[src/rtl/ro_enc_multi_if.sv]
// Bus bundle between the encoder decoder and its AXI-side register block.
interface ro_enc_multi_if #(
  parameter int unsigned N_CH  = 2,
  parameter int unsigned CNT_W = 8
);
  logic [N_CH-1:0]       enc_a;
  logic [N_CH-1:0]       enc_b;
  logic                  clear;
  logic [N_CH-1:0]       ch_clear;
  logic [N_CH*CNT_W-1:0] cnt;
  logic [N_CH-1:0]       dir;
  logic [N_CH-1:0]       irq_ch;
  logic                  irq;
  logic [N_CH-1:0]       err;

  // Register block / pin side: drives encoder pins and clear strobes.
  modport master (
    output enc_a, enc_b, clear, ch_clear,
    input  cnt, dir, irq_ch, irq, err
  );

  // Decoder side.
  modport slave (
    input  enc_a, enc_b, clear, ch_clear,
    output cnt, dir, irq_ch, irq, err
  );
endinterface

[src/rtl/ro_enc_multi.sv]
// Multi-channel quadrature encoder decoder: sync, debounce, x4 decode,
// saturating signed counters, sticky step/error flags and a combined IRQ.
module ro_enc_multi #(
  parameter int unsigned N_CH   = 2,
  parameter int unsigned CNT_W  = 8,
  parameter int unsigned DB_CYC = 16
) (
  input  logic           i_clk,
  input  logic           i_rst,
  ro_enc_multi_if.slave  bus
);

  localparam int unsigned NBit = 2 * N_CH;
  localparam int unsigned DbW  = (DB_CYC > 1) ? $clog2(DB_CYC) : 1;
  localparam logic [DbW-1:0] DbLast = DbW'(DB_CYC - 1);
  localparam logic signed [CNT_W-1:0] CntMax = {1'b0, {(CNT_W-1){1'b1}}};
  localparam logic signed [CNT_W-1:0] CntMin = {1'b1, {(CNT_W-1){1'b0}}};

  // Bit i < N_CH is A of channel i, bit N_CH+i is B of channel i.
  logic [NBit-1:0] raw;
  logic [NBit-1:0] meta_q;
  logic [NBit-1:0] sync_q;
  logic [NBit-1:0] filt_q;
  logic [DbW-1:0]  db_q [NBit];

  logic [1:0]              cur [N_CH];
  logic [1:0]              prev_q [N_CH];
  logic [N_CH-1:0]         primed_q;
  logic signed [CNT_W-1:0] cnt_q [N_CH];
  logic [N_CH-1:0]         dir_q;
  logic [N_CH-1:0]         irq_ch_q;
  logic [N_CH-1:0]         err_q;
  logic                    irq_q;

  logic [N_CH-1:0] chg;
  logic [N_CH-1:0] step_cw;
  logic [N_CH-1:0] step_ccw;
  logic [N_CH-1:0] illegal;

  assign raw = {bus.enc_b, bus.enc_a};

  // Position of a {A,B} state along the CW Gray sequence 00-10-11-01.
  function automatic logic [1:0] gray_pos(input logic [1:0] ab);
    case (ab)
      2'b00:   gray_pos = 2'd0;
      2'b10:   gray_pos = 2'd1;
      2'b11:   gray_pos = 2'd2;
      default: gray_pos = 2'd3;
    endcase
  endfunction

  // Two-stage synchroniser for every raw pin.
  always_ff @(posedge i_clk or negedge i_rst) begin
    if (!i_rst) begin
      meta_q <= '0;
      sync_q <= '0;
    end else begin
      meta_q <= raw;
      sync_q <= meta_q;
    end
  end

  // Per-bit debounce: accept a new level only after DB_CYC differing cycles.
  always_ff @(posedge i_clk or negedge i_rst) begin
    if (!i_rst) begin
      filt_q <= '0;
      for (int i = 0; i < NBit; i++) db_q[i] <= '0;
    end else begin
      for (int i = 0; i < NBit; i++) begin
        if (sync_q[i] == filt_q[i]) begin
          db_q[i] <= '0;
        end else if (db_q[i] == DbLast) begin
          filt_q[i] <= sync_q[i];
          db_q[i]   <= '0;
        end else begin
          db_q[i] <= db_q[i] + DbW'(1);
        end
      end
    end
  end

  // Classify the filtered transition of each channel against its previous state.
  always_comb begin
    chg      = '0;
    step_cw  = '0;
    step_ccw = '0;
    illegal  = '0;
    for (int ch = 0; ch < N_CH; ch++) begin
      cur[ch] = {filt_q[ch], filt_q[N_CH+ch]};
      chg[ch] = (cur[ch] != prev_q[ch]);
      // Unprimed channels only latch their first state.
      if (chg[ch] && primed_q[ch]) begin
        unique case (2'(gray_pos(cur[ch]) - gray_pos(prev_q[ch])))
          2'd1:    step_cw[ch]  = 1'b1;
          2'd3:    step_ccw[ch] = 1'b1;
          default: illegal[ch]  = 1'b1;
        endcase
      end
    end
  end

  // Counters and sticky flags; a clear beats a coincident step.
  always_ff @(posedge i_clk or negedge i_rst) begin
    if (!i_rst) begin
      primed_q <= '0;
      dir_q    <= '0;
      irq_ch_q <= '0;
      err_q    <= '0;
      irq_q    <= 1'b0;
      for (int ch = 0; ch < N_CH; ch++) begin
        prev_q[ch] <= '0;
        cnt_q[ch]  <= '0;
      end
    end else begin
      irq_q <= |irq_ch_q;
      for (int ch = 0; ch < N_CH; ch++) begin
        if (chg[ch]) begin
          prev_q[ch]   <= cur[ch];
          primed_q[ch] <= 1'b1;
        end
        if (bus.clear || bus.ch_clear[ch]) begin
          cnt_q[ch]    <= '0;
          irq_ch_q[ch] <= 1'b0;
          err_q[ch]    <= 1'b0;
        end else if (step_cw[ch]) begin
          dir_q[ch]    <= 1'b0;
          irq_ch_q[ch] <= 1'b1;
          if (cnt_q[ch] != CntMax) cnt_q[ch] <= cnt_q[ch] + CNT_W'(1);
        end else if (step_ccw[ch]) begin
          dir_q[ch]    <= 1'b1;
          irq_ch_q[ch] <= 1'b1;
          if (cnt_q[ch] != CntMin) cnt_q[ch] <= cnt_q[ch] - CNT_W'(1);
        end else if (illegal[ch]) begin
          err_q[ch] <= 1'b1;
        end
      end
    end
  end

  // Pack per-channel state onto the bus.
  always_comb begin
    bus.cnt = '0;
    for (int ch = 0; ch < N_CH; ch++) bus.cnt[ch*CNT_W +: CNT_W] = cnt_q[ch];
    bus.dir    = dir_q;
    bus.irq_ch = irq_ch_q;
    bus.err    = err_q;
    bus.irq    = irq_q;
  end

endmodule

[src/flat_wrapper.sv]
// flat-port wrapper written by rule: the top's interface ports become plain ports
module ro_enc_multi_flat 
#(
  parameter int unsigned N_CH   = 2,
  parameter int unsigned CNT_W  = 8,
  parameter int unsigned DB_CYC = 16
)
  (i_clk, i_rst, bus_enc_a, bus_enc_b, bus_clear, bus_ch_clear, bus_cnt, bus_dir, bus_irq_ch, bus_irq, bus_err);
  ro_enc_multi_if #(.N_CH(N_CH), .CNT_W(CNT_W)) bus_i ();
  input  logic i_clk;
  input  logic i_rst;
  input wire logic [$bits(bus_i.enc_a)-1:0] bus_enc_a;
  input wire logic [$bits(bus_i.enc_b)-1:0] bus_enc_b;
  input wire logic [$bits(bus_i.clear)-1:0] bus_clear;
  input wire logic [$bits(bus_i.ch_clear)-1:0] bus_ch_clear;
  output wire logic [$bits(bus_i.cnt)-1:0] bus_cnt;
  output wire logic [$bits(bus_i.dir)-1:0] bus_dir;
  output wire logic [$bits(bus_i.irq_ch)-1:0] bus_irq_ch;
  output wire logic [$bits(bus_i.irq)-1:0] bus_irq;
  output wire logic [$bits(bus_i.err)-1:0] bus_err;
  assign bus_i.enc_a = bus_enc_a;
  assign bus_i.enc_b = bus_enc_b;
  assign bus_i.clear = bus_clear;
  assign bus_i.ch_clear = bus_ch_clear;
  assign bus_cnt = bus_i.cnt;
  assign bus_dir = bus_i.dir;
  assign bus_irq_ch = bus_i.irq_ch;
  assign bus_irq = bus_i.irq;
  assign bus_err = bus_i.err;
  ro_enc_multi #(.N_CH(N_CH), .CNT_W(CNT_W), .DB_CYC(DB_CYC)) u_core (.i_clk(i_clk), .i_rst(i_rst), .bus(bus_i));
endmodule
[config.mk]
export PLATFORM = sky130hd
export DESIGN_NAME = ro_enc_multi_flat
export DESIGN_NICKNAME = d
export VERILOG_FILES = /design/src/rtl/ro_enc_multi_if.sv /design/src/rtl/ro_enc_multi.sv /design/src/flat_wrapper.sv
export SDC_FILE = /design/constraint.sdc
export NUM_CORES = 1
export LEC_CHECK = 0
export BUFFER_PORTS_ARGS = -buffer_cell sky130_fd_sc_hd__clkbuf_2
export CAP_MARGIN = 20
export CELL_PAD_IN_SITES_DETAIL_PLACEMENT = 1
export CELL_PAD_IN_SITES_GLOBAL_PLACEMENT = 1
export CORE_ASPECT_RATIO = 1.2
export CORE_MARGIN = 5
export CORE_UTILIZATION = 40
export CTS_BUF_LIST = sky130_fd_sc_hd__clkbuf_16
export DETAILED_ROUTE_END_ITERATION = 10
export PLACE_DENSITY_LB_ADDON = 0.1
export SYNTH_ARGS = -nofsm -noshare
export SYNTH_HDL_FRONTEND = slang
export SYNTH_SLANG_ARGS = --single-unit
export TNS_END_PERCENT = 5
[constraint.sdc]
create_clock -name i_clk -period 4.6 [get_ports i_clk]
set_input_delay 0.92 -clock i_clk [delete_from_list [all_inputs] [get_ports i_clk]]
set_output_delay 0.92 -clock i_clk [all_outputs]
set_load 0.005 [all_outputs]
==> Yosys cells after proc, flatten, opt, wreduce, memory -nomap -nowiden <==
Index checks and enable logic that the tools add are counted.
{ "classes": {"n_addsub": 10, "eq_ne": 32, "n_reduce_logical": 29, "n_mux": 54, "n_bitwise": 6} }
{ "op_table": {"columns": ["operator", "n"], "rows": [
  ["two-way mux 8 bit", 10],
  ["two-way mux 4 bit", 8],
  ["inequality test 8 bit (second input constant)", 4],
  ["two-way mux 1 bit", 28],
  ["case mux 2 bit (3 select lines)", 4],
  ["== test 2 bit (second input constant)", 10],
  ["adder 4 x 1 -> 4 bit (second input constant)", 4],
  ["adder 8 x 2 -> 8 bit (second input constant)", 2],
  ["== test 4 bit (second input constant)", 4],
  ["subtractor 8 x 2 -> 8 bit (second input constant)", 2],
  ["AND reduction 2 bit", 6],
  ["AND reduction 3 bit", 4],
  ["nonzero test 3 bit", 4],
  ["logical NOT 2 bit", 4],
  ["two-way mux 2 bit", 4],
  ["inequality test 2 bit (second input constant)", 4],
  ["nonzero test 2 bit", 4],
  ["inequality test 3 bit (second input constant)", 2],
  ["NOT 1 bit", 6],
  ["OR reduction 2 bit", 3],
  ["== test 1 bit", 4],
  ["== test 2 x 1 -> 1 bit (second input constant)", 2],
  ["inequality test 2 bit", 2],
  ["subtractor 2 bit", 2],
  ["other kinds (2)", 4]
]} }
{ "word_totals": {"elab_cells": 154, "register_bits": 57} }

==> Longest topological paths before layout <==
Gate-level depths: netlist (run 1).
{ "logic_depth": {"depth_word": 12, "depth_mapped": 14, "ltp_nobuf": 14} }

==> Least setup slack after synthesis (run 1) <==
OpenSTA, ideal clock, no wires.
{ "synth_timing": {"kind": "register -> register", "from": "reg u_core.filt_q[0]", "to": "reg u_core.cnt_q (netlist bit u_core.bus.cnt[7])", "setup_slack_ps": 1098, "path_stages_with_launch": 12, "arrival_time_ps": 3378, "t_required_ps": 4476, "cell_sequence": "dfrtp_1 > inv_1 > ha_1 > ha_1 > xor3_2 > or3_1 > ha_1 > a21oi_1 > o211ai_1 > o41ai_1 > mux2_2 > o31a_1"} }
{ "synth_between": {"elab_chain_len": 9, "elab_cells_between_ends": 20} }
{ "synth_rtl": {"columns": ["element", "line", "text"], "rows": [
  ["from (decl)", "ro_enc_multi.sv:23", "logic [NBit-1:0] filt_q;"],
  ["from (signal, indexed assignment)", "ro_enc_multi.sv:73", "filt_q[i] <= sync_q[i];"],
  ["== test 2 bit / logical NOT 2 bit (equally long branches)", "ro_enc_multi.sv:44", "case (ab)"],
  ["case mux 2 bit (3 select lines)", "ro_enc_multi.sv:44", null],
  ["two-way mux 2 bit", "ro_enc_multi.sv:92", "if (chg[ch] && primed_q[ch]) begin"],
  ["subtractor 2 bit", "ro_enc_multi.sv:93", "unique case (2'(gray_pos(cur[ch]) - gray_pos(prev_q[ch])))"],
  ["== test 2 x 1 -> 1 bit / == test 2 bit (equally long branches)", "ro_enc_multi.sv:93", null],
  ["two-way mux 1 bit", "ro_enc_multi.sv:93", null],
  ["two-way mux 1 bit", "ro_enc_multi.sv:92", null],
  ["inequality test 3 bit (no source line), or another cell as far along", null, null],
  ["AND reduction 3 bit (no source line) / two-way mux 8 bit (equally long branches)", null, null],
  ["to (signal, indexed assignment)", "ro_enc_multi.sv:112", "cnt_q[ch] <= '0;"],
  ["to (signal, indexed assignment)", "ro_enc_multi.sv:122", "cnt_q[ch] <= '0;"],
  ["to (decl)", "ro_enc_multi.sv:29", "logic signed [CNT_W-1:0] cnt_q [N_CH];"]
]} }
Several ways; a longest one is shown, not always the timed one. The select of a mux whose other input is x is not followed.
A chain may end at the register's enable or synchronous reset.

==> Worst setup path after layout (run 1) <==
Ends and elaborated chain as after synthesis.

==> results of run 1 <==
[routing by layer]
| layer | track usage [%] | routed length (um) | up-vias |
|---|---|---|---|
| met5 | 0 | 0 | - |
| li1 | - | - | 1092 |
| met2 | 25.05 | 3216 | 24 |
| met3 | 3.397 | 187 | 7 |
| met1 | 18.84 | 2983 | 1095 |
| met4 | 5.957 | 94 | 0 |
[sequential cells by signal, indices dropped and copies added (netlist names)]
signal             count
u_core.prev_q          4
u_core.meta_q          4
u_core.bus.cnt        16
u_core.bus.irq         1
u_core.sync_q          4
u_core.primed_q        2
u_core.filt_q          4
u_core.bus.irq_ch      2
u_core.bus.dir         2
u_core.bus.err         2
u_core.db_q           16
[worst min-delay path by stage]
stage	startpoint	endpoint	depth (start not counted)	slack, ns
after global placement	u_core.meta_q[1]	u_core.sync_q[1]	0	0.33
after CTS	u_core.meta_q[0]	u_core.sync_q[0]	0	0.35
after global routing	u_core.meta_q[0]	u_core.sync_q[0]	0	0.35
final	u_core.meta_q[0]	u_core.sync_q[0]	0	0.35
after floorplan	u_core.meta_q[0]	u_core.sync_q[0]	0	0.33
after detailed placement	u_core.meta_q[2]	u_core.sync_q[2]	0	0.34
[power breakdown]
part / total, uW / internal (uW) / switching (uW)
logic: 132 / 60.1 / 71.9
registers: 545 / 523 / 21.9
clock network: 568 / 352 / 216
[stage by stage]
step / area (um2) / power (uW)
2_1_floorplan: 3079 / 642.5
3_3_place_gp: 3323 / 685.4
3_5_place_dp: 3323 / 688.0
4_1_cts: 3576 / 1266
5_1_grt: 3576 / 1310
6_report: 3576 / 1245
[layout make-up]
class	count	area share (%)
flip-flops and latches	57	39.89
multi-input cells	209	43.18
clock inverters	6	0.7698
clock buffers	9	6.298
well taps	92	3.219
repair buffers	32	4.549
inverters	20	2.099
[cell usage after synthesis (2+ instances only)]
master,count
or2_2,4
nor3b_1,4
o2bb2ai_1,2
o21ai_0,9
xnor2_1,12
o31ai_1,4
nand4b_1,5
o21bai_1,2
a31oi_1,2
clkbuf_1,6
nand4_1,3
ha_1,26
o41ai_1,3
nor2_1,33
nand3_1,11
o211ai_1,2
a21oi_1,13
fa_1,2
o21a_1,3
nand2_1,18
nor4_1,2
nor2b_1,9
nor3_1,5
xor2_1,7
or3_1,3
dfrtp_1,57
mux2_2,10
inv_1,20
[kinds of logic after synthesis]
family | after synthesis | synth area share [%]
flops | 57 | 46.32
buf+inv | 27 | 3.535
fa+ha+maj | 28 | 11.87
compound gates | 47 | 10.24
mux | 11 | 3.982
simple gates | 102 | 17.11
xor+xnor | 21 | 6.948
[worst register-to-register path: stages, from the launching register on]
cell,delay [ns]
dfrtp_1,0.44
inv_1,0.07
ha_1,0.29
ha_1,0.20
xor3_2,0.41
or3_1,0.51
ha_1,0.34
a21oi_1,0.18
o211ai_1,0.15
o41ai_1,0.54
mux2_2,0.40
o31a_1,0.24
==> out/metrics.cfg, run 1 <==
[worst_setup_path]
cp-end-kind=flop
slowest_stage=o41ai_1
reg2reg_slack_ns=0.73
cp_max_fo=7
r2r_cells=11
cp-start-kind=flop
worst-path-buf-inv=1
r2r_end=u_core.bus.cnt[7]
max_stage_delay_ns=0.54
cp.arrival_ns=4.07
r2r-start=u_core.filt_q[0]
cp_data_required_time_ns=4.80
critical_path.top_delay_family=compound AO/OA/AOI/OAI gates
cp_common_cell=ha_1
cp_num_cells=11
cp-startpoint=u_core.filt_q[0]
crit_type=flop to flop
cp_cell_sequence=inv_1, ha_1, ha_1, xor3_2, or3_1, ha_1, a21oi_1, o211ai_1, o41ai_1, mux2_2, o31a_1
crit_end=u_core.bus.cnt[7]

[yosys]
synthArstFlopShare_pct=100.0
synth_area_leaders=dfrtp_1 (46%), ha_1 (11%), nor2_1 (4.0%)
synth_top_area_cell=dfrtp_1
postSynthAreaPerCell_um2=10.51
synth_seq_cells=57
yosys_warnings=0
ys_seq_area_share_pct=46.32
synthesis.instances=293
synth_edf_count=0
netlist-cell-type-count=44
synth_nets=330
netlist_area_mm2=0.003079
ys.flop_type=dfrtp_1
synth_top_area_share_pct=46.32

[cts]
clkLatencyLatePin_ns=0.32
cts_max_level=3
root_buffer=clkbuf_16
clk_path_buf_depth=2
cts_tree=yes
cts_made_buffers=9
cts_resized=0
postCtsHoldBufs=0
clock-sinks=57
cts_setup_buffers=0
cts.clk_slew.worst_paths_ns=0.05

[timing]
tns_ns=0
timing.final.hold_violations=0
worst_slew_pin_slew_ns=0.9103
setup_viol=0
timing.fmax_mhz=258.6
fin_hold_ws_ns=0.3474
max-slew-margin-rel_pct=39.31
min_period_ns=3.867
fin_ws_ns=0.7326
maxSlewViolCount=0
rsz0062_at_grt=false
skew_ns=0.005725
finalCritPeriodShare_pct=84.07

[global_routing]
grt_pass1_vias=2366
grt_pass1_wl_um=11630
gr-usage-all-layers_pct=15.02
overflow=0
grt_max_degree=31
antenna_found_initial=0

[routing]
post_drt_wl_per_cell_um=15.25
wl_um=6482
via_per_inst=5.219
detail-route-antenna-nets=0
drt_iter0_markers=24
first_pass_iters=4
vias=2218
drc_errors=0

[final_layout]
nFillCells=855
antenna_cells=0
layout_commonest_cell=dfrtp_1
syn_to_final_growth_pct=16.13
drive_gt1_share_pct=19.22
instances_no_fill=425
layout_common_cells=dfrtp_1 (57), nor2_1 (33), clkbuf_2 (31)
multi_input_area_mm2=0.001544
fin_nets=366
fin_util_pct=47.20
final-seq-area_mm2=0.001426

[place]
pre_cts_ws_ns=0.7325
gp_congestion=0.7813
hpwl_um=4764
dp_cells=410
port_buffers=31

[floorplan]
ios=32
fp.dieArea_mm2=0.009560
rows=35
core_mm2=0.007576
start_util_pct=40.64
die_y_um=106.1
chipWidth_um=90.10

[status]
status=complete, no violations

[power_and_ir_drop]
leakage_uw=0.001756
pwr_density_cell_mw_per_mm2=348.3
ir_worst_vdd_mv=0.1862

[min_path]
hold_class=flop to flop

[flow_run]
drv_cap=0

Note: power is estimated with default switching activity, not from simulation.
==> run 2: changes to the inputs <==
--- a/config.mk
+++ b/config.mk
@@ -5,6 +5,7 @@
 export SDC_FILE = /design/constraint.sdc
 export NUM_CORES = 1
 export LEC_CHECK = 0
+export ABC_AREA = 1
 export BUFFER_PORTS_ARGS = -buffer_cell sky130_fd_sc_hd__clkbuf_2
 export CAP_MARGIN = 20
 export CELL_PAD_IN_SITES_DETAIL_PLACEMENT = 1
==> constraint.sdc (replaced) <==
create_clock -name i_clk -period 3.35 [get_ports i_clk]
set_input_delay 0.67 -clock i_clk [delete_from_list [all_inputs] [get_ports i_clk]]
set_output_delay 0.67 -clock i_clk [all_outputs]
set_load 0.005 [all_outputs]
==> run 2 against run 1 <==
Against the previous run:
- clock skew decreased by 0.0020 ns
- die area increased by 7.4%
- utilization increased by 0.33 points
- sequential share of layout area decreased by 3.1 points
- clock power increased by 56%
- critical path depth increased by 1
- area after synthesis increased by 8.2%
==> out/metrics.cfg, run 2 <==
[final_layout]
antenna_cells=0
instances_no_fill=549
layout_commonest_cell=nand2_1
fin_nets=467
fin_util_pct=47.53
syn_to_final_growth_pct=16.25
drive_gt1_share_pct=18.62
nFillCells=997
layout_common_cells=nand2_1 (81), dfrtp_1 (57), inv_1 (52)

[global_routing]
gr-usage-all-layers_pct=16.55
grt_pass1_vias=2833
grt_max_degree=58
antenna_found_initial=0
overflow=0
grt_pass1_wl_um=13170

[floorplan]
fp.dieArea_mm2=0.01027
rows=36
start_util_pct=40.88
chipWidth_um=93.33
ios=32
core_mm2=0.008153
die_y_um=110.0

[status]
status=complete, no violations

[cts]
cts_resized=0
cts_setup_buffers=0
cts.clk_slew.worst_paths_ns=0.05
root_buffer=clkbuf_16
postCtsHoldBufs=0
clkLatencyLatePin_ns=0.33
cts_made_buffers=9
cts_tree=yes
clock-sinks=57
clk_path_buf_depth=2
cts_max_level=3

[timing]
finalCritPeriodShare_pct=89.74
max-slew-margin-rel_pct=51.55
rsz0062_at_grt=false
timing.final.hold_violations=0
min_period_ns=3.006
skew_ns=0.003707
maxSlewViolCount=0
fin_ws_ns=0.3439
setup_viol=0
tns_ns=0
worst_slew_pin_slew_ns=0.7268
fin_hold_ws_ns=0.3509
timing.fmax_mhz=332.7

[place]
pre_cts_ws_ns=0.3332
dp_cells=533
port_buffers=31
gp_congestion=0.8287
hpwl_um=5543

[worst_setup_path]
r2r_end=u_core.bus.cnt[5]
cp_max_fo=9
cp-start-kind=flop
cp-end-kind=flop
reg2reg_slack_ns=0.34
cp_data_required_time_ns=3.61
r2r_cells=12
r2r-start=u_core.filt_q[0]
crit_type=flop to flop
cp.arrival_ns=3.26
cp-startpoint=u_core.filt_q[0]
crit_end=u_core.bus.cnt[5]

[routing]
drc_errors=0
wl_um=7529
vias=2641
detail-route-antenna-nets=0
drt_iter0_markers=65
first_pass_iters=4
post_drt_wl_per_cell_um=13.71
via_per_inst=4.811

[yosys]
synth_top_family_by_area=simple AND/OR/NAND/NOR gates
yosysMostFrequentCell=nand2_1
synth_area_leaders=dfrtp_1 (43%), ha_1 (9.8%), nand2_1 (9.1%)
ys_seq_area_share_pct=42.79
yosys-mux-area-fraction_pct=0
postSynthAreaPerCell_um2=8.481
synthSimpleGateAreaFrac_pct=25.45
synth-adder-area-share_pct=10.96
synthesis.instances=393
synth_top_area_share_pct=42.79
synth_nets=430
yosys_warnings=0
netlist-cell-type-count=36
synthTopCellsByCount=nand2_1 (81), dfrtp_1 (57), inv_1 (51)
synth_compound_area_share_pct=9.497
synthXorXnorAreaFrac_pct=3.679
ys.flop_type=dfrtp_1
synth_edf_count=0
synth_seq_cells=57
netlist_area_mm2=0.003333
synth_top_area_cell=dfrtp_1
synthArstFlopShare_pct=100.0

[power_and_ir_drop]
pwr_density_cell_mw_per_mm2=473.4
ir_worst_vdd_mv=0.2897
leakage_uw=0.002058

[min_path]
hold_class=flop to flop

[flow_run]
drv_cap=0

==> run 2: changes by cell type in the layout (fill, tap and decap cells not counted), sizes merged, moves of 5 or more <==
cell,before,now
nand4b,5,0
nand4,3,8
nand2,18,95
mux2,10,0
inv,21,55
nor2,34,42
nor2b,9,0
nand3,11,28
a21oi,14,19
nor3b,5,0
o21ai,9,24
==> run 2: logic make-up (layout without fill, tap and decap cells) <==
group           Yosys count  in the layout
xor+xnor                 14             14
flops                    57             57
compound gates           52             52
buf+inv                  60            102
simple gates            182            182
fa+ha+maj                28             28
==> run 2: layout make-up <==
| cell class | instances | area (um2) | area share (%) |
|---|---|---|---|
| Inverter | 54 | 202.7 | 5.231 |
| Multi-Input combinational cell | 276 | 1653 | 42.65 |
| Timing Repair Buffer | 32 | 162.7 | 4.198 |
| Clock buffer | 9 | 225.2 | 5.812 |
| Sequential cell | 57 | 1426 | 36.81 |
| Tap cell | 114 | 142.6 | 3.681 |
| Clock inverter | 7 | 62.56 | 1.614 |
==> run 2: how the worst min path moves through the flow <==
| stage | start | endpoint | slack, ns | depth (start not counted) |
|---|---|---|---|---|
| 2_1_floorplan | u_core.meta_q[0] | u_core.sync_q[0] | 0.33 | 0 |
| 3_3_place_gp | u_core.meta_q[3] | u_core.sync_q[3] | 0.33 | 0 |
| 3_5_place_dp | u_core.meta_q[3] | u_core.sync_q[3] | 0.34 | 0 |
| 4_1_cts | u_core.meta_q[3] | u_core.sync_q[3] | 0.35 | 0 |
| 5_1_grt | u_core.meta_q[3] | u_core.sync_q[3] | 0.36 | 0 |
| 6_report | u_core.meta_q[3] | u_core.sync_q[3] | 0.35 | 0 |
==> run 2: metal layers <==
layer | GRT usage [%] | wire (um) | part of all wire, % | vias up
li1 | - | - | - | 1337
met3 | 4.413 | 263 | 3.5 | 7
met1 | 19.37 | 3318 | 44 | 1260
met4 | 5.969 | 104 | 1.4 | 0
met2 | 29.13 | 3844 | 51 | 37
met5 | 0 | 0 | 0 | -
==> run 2: report_power, final <==
group | internal, uW | switching (uW) | total, uW | leakage (uW)
Clock | 566 | 321 | 887 | 0.000142
Sequential | 720 | 31.5 | 752 | 0.000761
Combinational | 78.8 | 117 | 196 | 0.00116
Total | 1370 | 469 | 1830 | 0.00206
==> run 2: worst max-delay path, cell delays in order, from the launching register on <==
cell and delay (ns):
dfrtp_1 0.42, inv_2 0.07, ha_1 0.30, ha_1 0.34, nor2_4 0.16, nand2_1 0.25, ha_1 0.47, nand2_1 0.12
or2_1 0.26, nand4_1 0.08, nand2_1 0.05, or2_2 0.30, o21ai_2 0.12
==> run 2: stage by stage <==
stage,power [uW],area [um2]
after floorplan,896.3,3333
after global placement,952.6,3587
after detailed placement,961.8,3587
after CTS,1871,3875
after global routing,1928,3875
final,1835,3875
==> run 3: changes to the inputs <==
--- a/config.mk
+++ b/config.mk
@@ -9,12 +9,13 @@
 export BUFFER_PORTS_ARGS = -buffer_cell sky130_fd_sc_hd__clkbuf_2
 export CAP_MARGIN = 20
 export CELL_PAD_IN_SITES_DETAIL_PLACEMENT = 1
-export CELL_PAD_IN_SITES_GLOBAL_PLACEMENT = 1
+export CELL_PAD_IN_SITES_GLOBAL_PLACEMENT = 2
 export CORE_ASPECT_RATIO = 1.2
 export CORE_MARGIN = 5
-export CORE_UTILIZATION = 40
+export CORE_UTILIZATION = 33
 export CTS_BUF_LIST = sky130_fd_sc_hd__clkbuf_16
 export DETAILED_ROUTE_END_ITERATION = 10
+export GPL_ROUTABILITY_DRIVEN = 0
 export PLACE_DENSITY_LB_ADDON = 0.1
 export SYNTH_ARGS = -nofsm -noshare
 export SYNTH_HDL_FRONTEND = slang
==> run 3 against run 2 <==
Against the previous run:
- clock skew up 0.0013 ns
- register-to-register slack hardly changed
- utilization shrank 8.7 points
- global-route usage is 2.9 points lower
- critical endpoint unchanged
- fmax is 0.21% higher
==> out/metrics.cfg, run 3 (synthesis gave the netlist of run 2 again) <==
[status]
status=complete, no violations

[place]
hpwl_um=5740
port_buffers=31
pre_cts_ws_ns=0.3487

[timing]
min_period_ns=3.000
max-slew-margin-rel_pct=50.67
rsz0062_at_grt=false
setup_viol=0
timing.fmax_mhz=333.3
fin_ws_ns=0.3501
finalCritPeriodShare_pct=89.55
timing.final.hold_violations=0
fin_hold_ws_ns=0.3474
maxSlewViolCount=0
tns_ns=0
skew_ns=0.004997
worst_slew_pin_slew_ns=0.7399

[global_routing]
overflow=0
busiest_layer=met2
grt_pass1_vias=2747
met3_usage_pct=3.081
gr-usage-all-layers_pct=13.65
antenna_found_initial=0
met2_usage_pct=22.01
grt_pass1_wl_um=13250
grt_max_degree=58
grt_util_met1_pct=18.04

[worst_setup_path]
cp_max_fo=9
cp-start-kind=flop
cp-end-kind=flop
cp_data_required_time_ns=3.60
crit_type=flop to flop
cp.arrival_ns=3.25

[final_layout]
layout_commonest_cell=nand2_1
syn_to_final_growth_pct=15.99
layout_common_cells=nand2_1 (81), dfrtp_1 (57), inv_1 (52)
antenna_cells=0
drive_gt1_share_pct=19.08
fin_nets=467
fin_util_pct=38.82

[power_and_ir_drop]
comb_power_share_pct=11.1
leakage_uw=0.002049
p_int_uw=1289
p_sw_share_pct=26.12
pwr-share-clk_pct=45.9
p_total_uw=1745
pwr_density_cell_mw_per_mm2=451.3
ir_worst_vdd_mv=0.3658
power.share.sequential_pct=43.1
power.switching_uw=455.7

[cts]
cts_setup_buffers=0
cts_tree=yes
cts_resized=0
cts_max_level=3
cts_made_buffers=9
clkLatencyLatePin_ns=0.32
clock-sinks=57
postCtsHoldBufs=0
cts.clk_slew.worst_paths_ns=0.05
clk_path_buf_depth=2
root_buffer=clkbuf_16

[floorplan]
fp.dieArea_mm2=0.01222
core_mm2=0.009960
start_util_pct=33.47
die_y_um=120.1
ios=32
chipWidth_um=101.7
rows=40

[flow_run]
drv_cap=0

[routing]
vias=2628
wl_um=7436
first_pass_iters=4
drc_errors=0
via_per_inst=4.684
drt_iter0_markers=41
detail-route-antenna-nets=0
post_drt_wl_per_cell_um=13.25

[min_path]
hold_class=flop to flop

-- run 3: cell count changes in the layout (fill, tap and decap cells not counted), sizes merged --
cell,previous run,this run
bufinv,1,0
clkinvlp,1,2
-- run 3: worst paths after layout --
path,startpoint,endpoint,slack (ns),cells past startpoint
setup / recovery,u_core.filt_q[0],u_core.bus.cnt[5],0.35,12
hold reg to reg,u_core.meta_q[3],u_core.sync_q[3],0.35,0
max in group asynchronous,i_rst,u_core.db_q[8],2.36,2
hold / removal,u_core.meta_q[3],u_core.sync_q[3],0.35,0
setup reg to reg,u_core.filt_q[0],u_core.bus.cnt[5],0.35,12
min in group asynchronous,i_rst,u_core.db_q[4],0.49,2
-- run 3: worst max-delay path, stage by stage (launching register included) --
cell	delay, ns
dfrtp_1	0.43
inv_2	0.07
ha_1	0.29
ha_1	0.34
nor2_4	0.16
nand2_1	0.24
ha_1	0.47
nand2_1	0.11
or2_1	0.26
nand4_1	0.07
nand2_1	0.05
or2_2	0.30
o21ai_2	0.12
-- run 3: per-stage QoR --
stage | area [um2] | cells
after floorplan | 3333 | 393
after global placement | 3602 | 545
after detailed placement | 3602 | 545
after CTS | 3866 | 561
after global routing | 3866 | 561
final | 3866 | 561
-- run 3: cell type report --
class                      count  area (um2)
inverter                      54       202.7
multi-input combinational    276        1653
timing repair buffer          32       162.7
tap                          126       157.7
sequential                    57        1426
fill                        1227        6093
clock inverter                 7       38.79
clock buffer                   9       225.2
-- run 3: power groups by stage --
stage               Sequential (uW)  Clock (uW)  Combinational [uW]
CTS                             752         836                 198
finish                          752         800                 193
global route                    757         869                 226
global placement                762           0                 194
detailed placement              764           0                 198
floorplan                       756           0                 140
-- run 3: metal layers --
metal | up-vias | routed length, um
li1 | 1341 | -
met1 | 1249 | 3532
met3 | 6 | 212
met4 | 0 | 77
met2 | 32 | 3614
met5 | - | 0
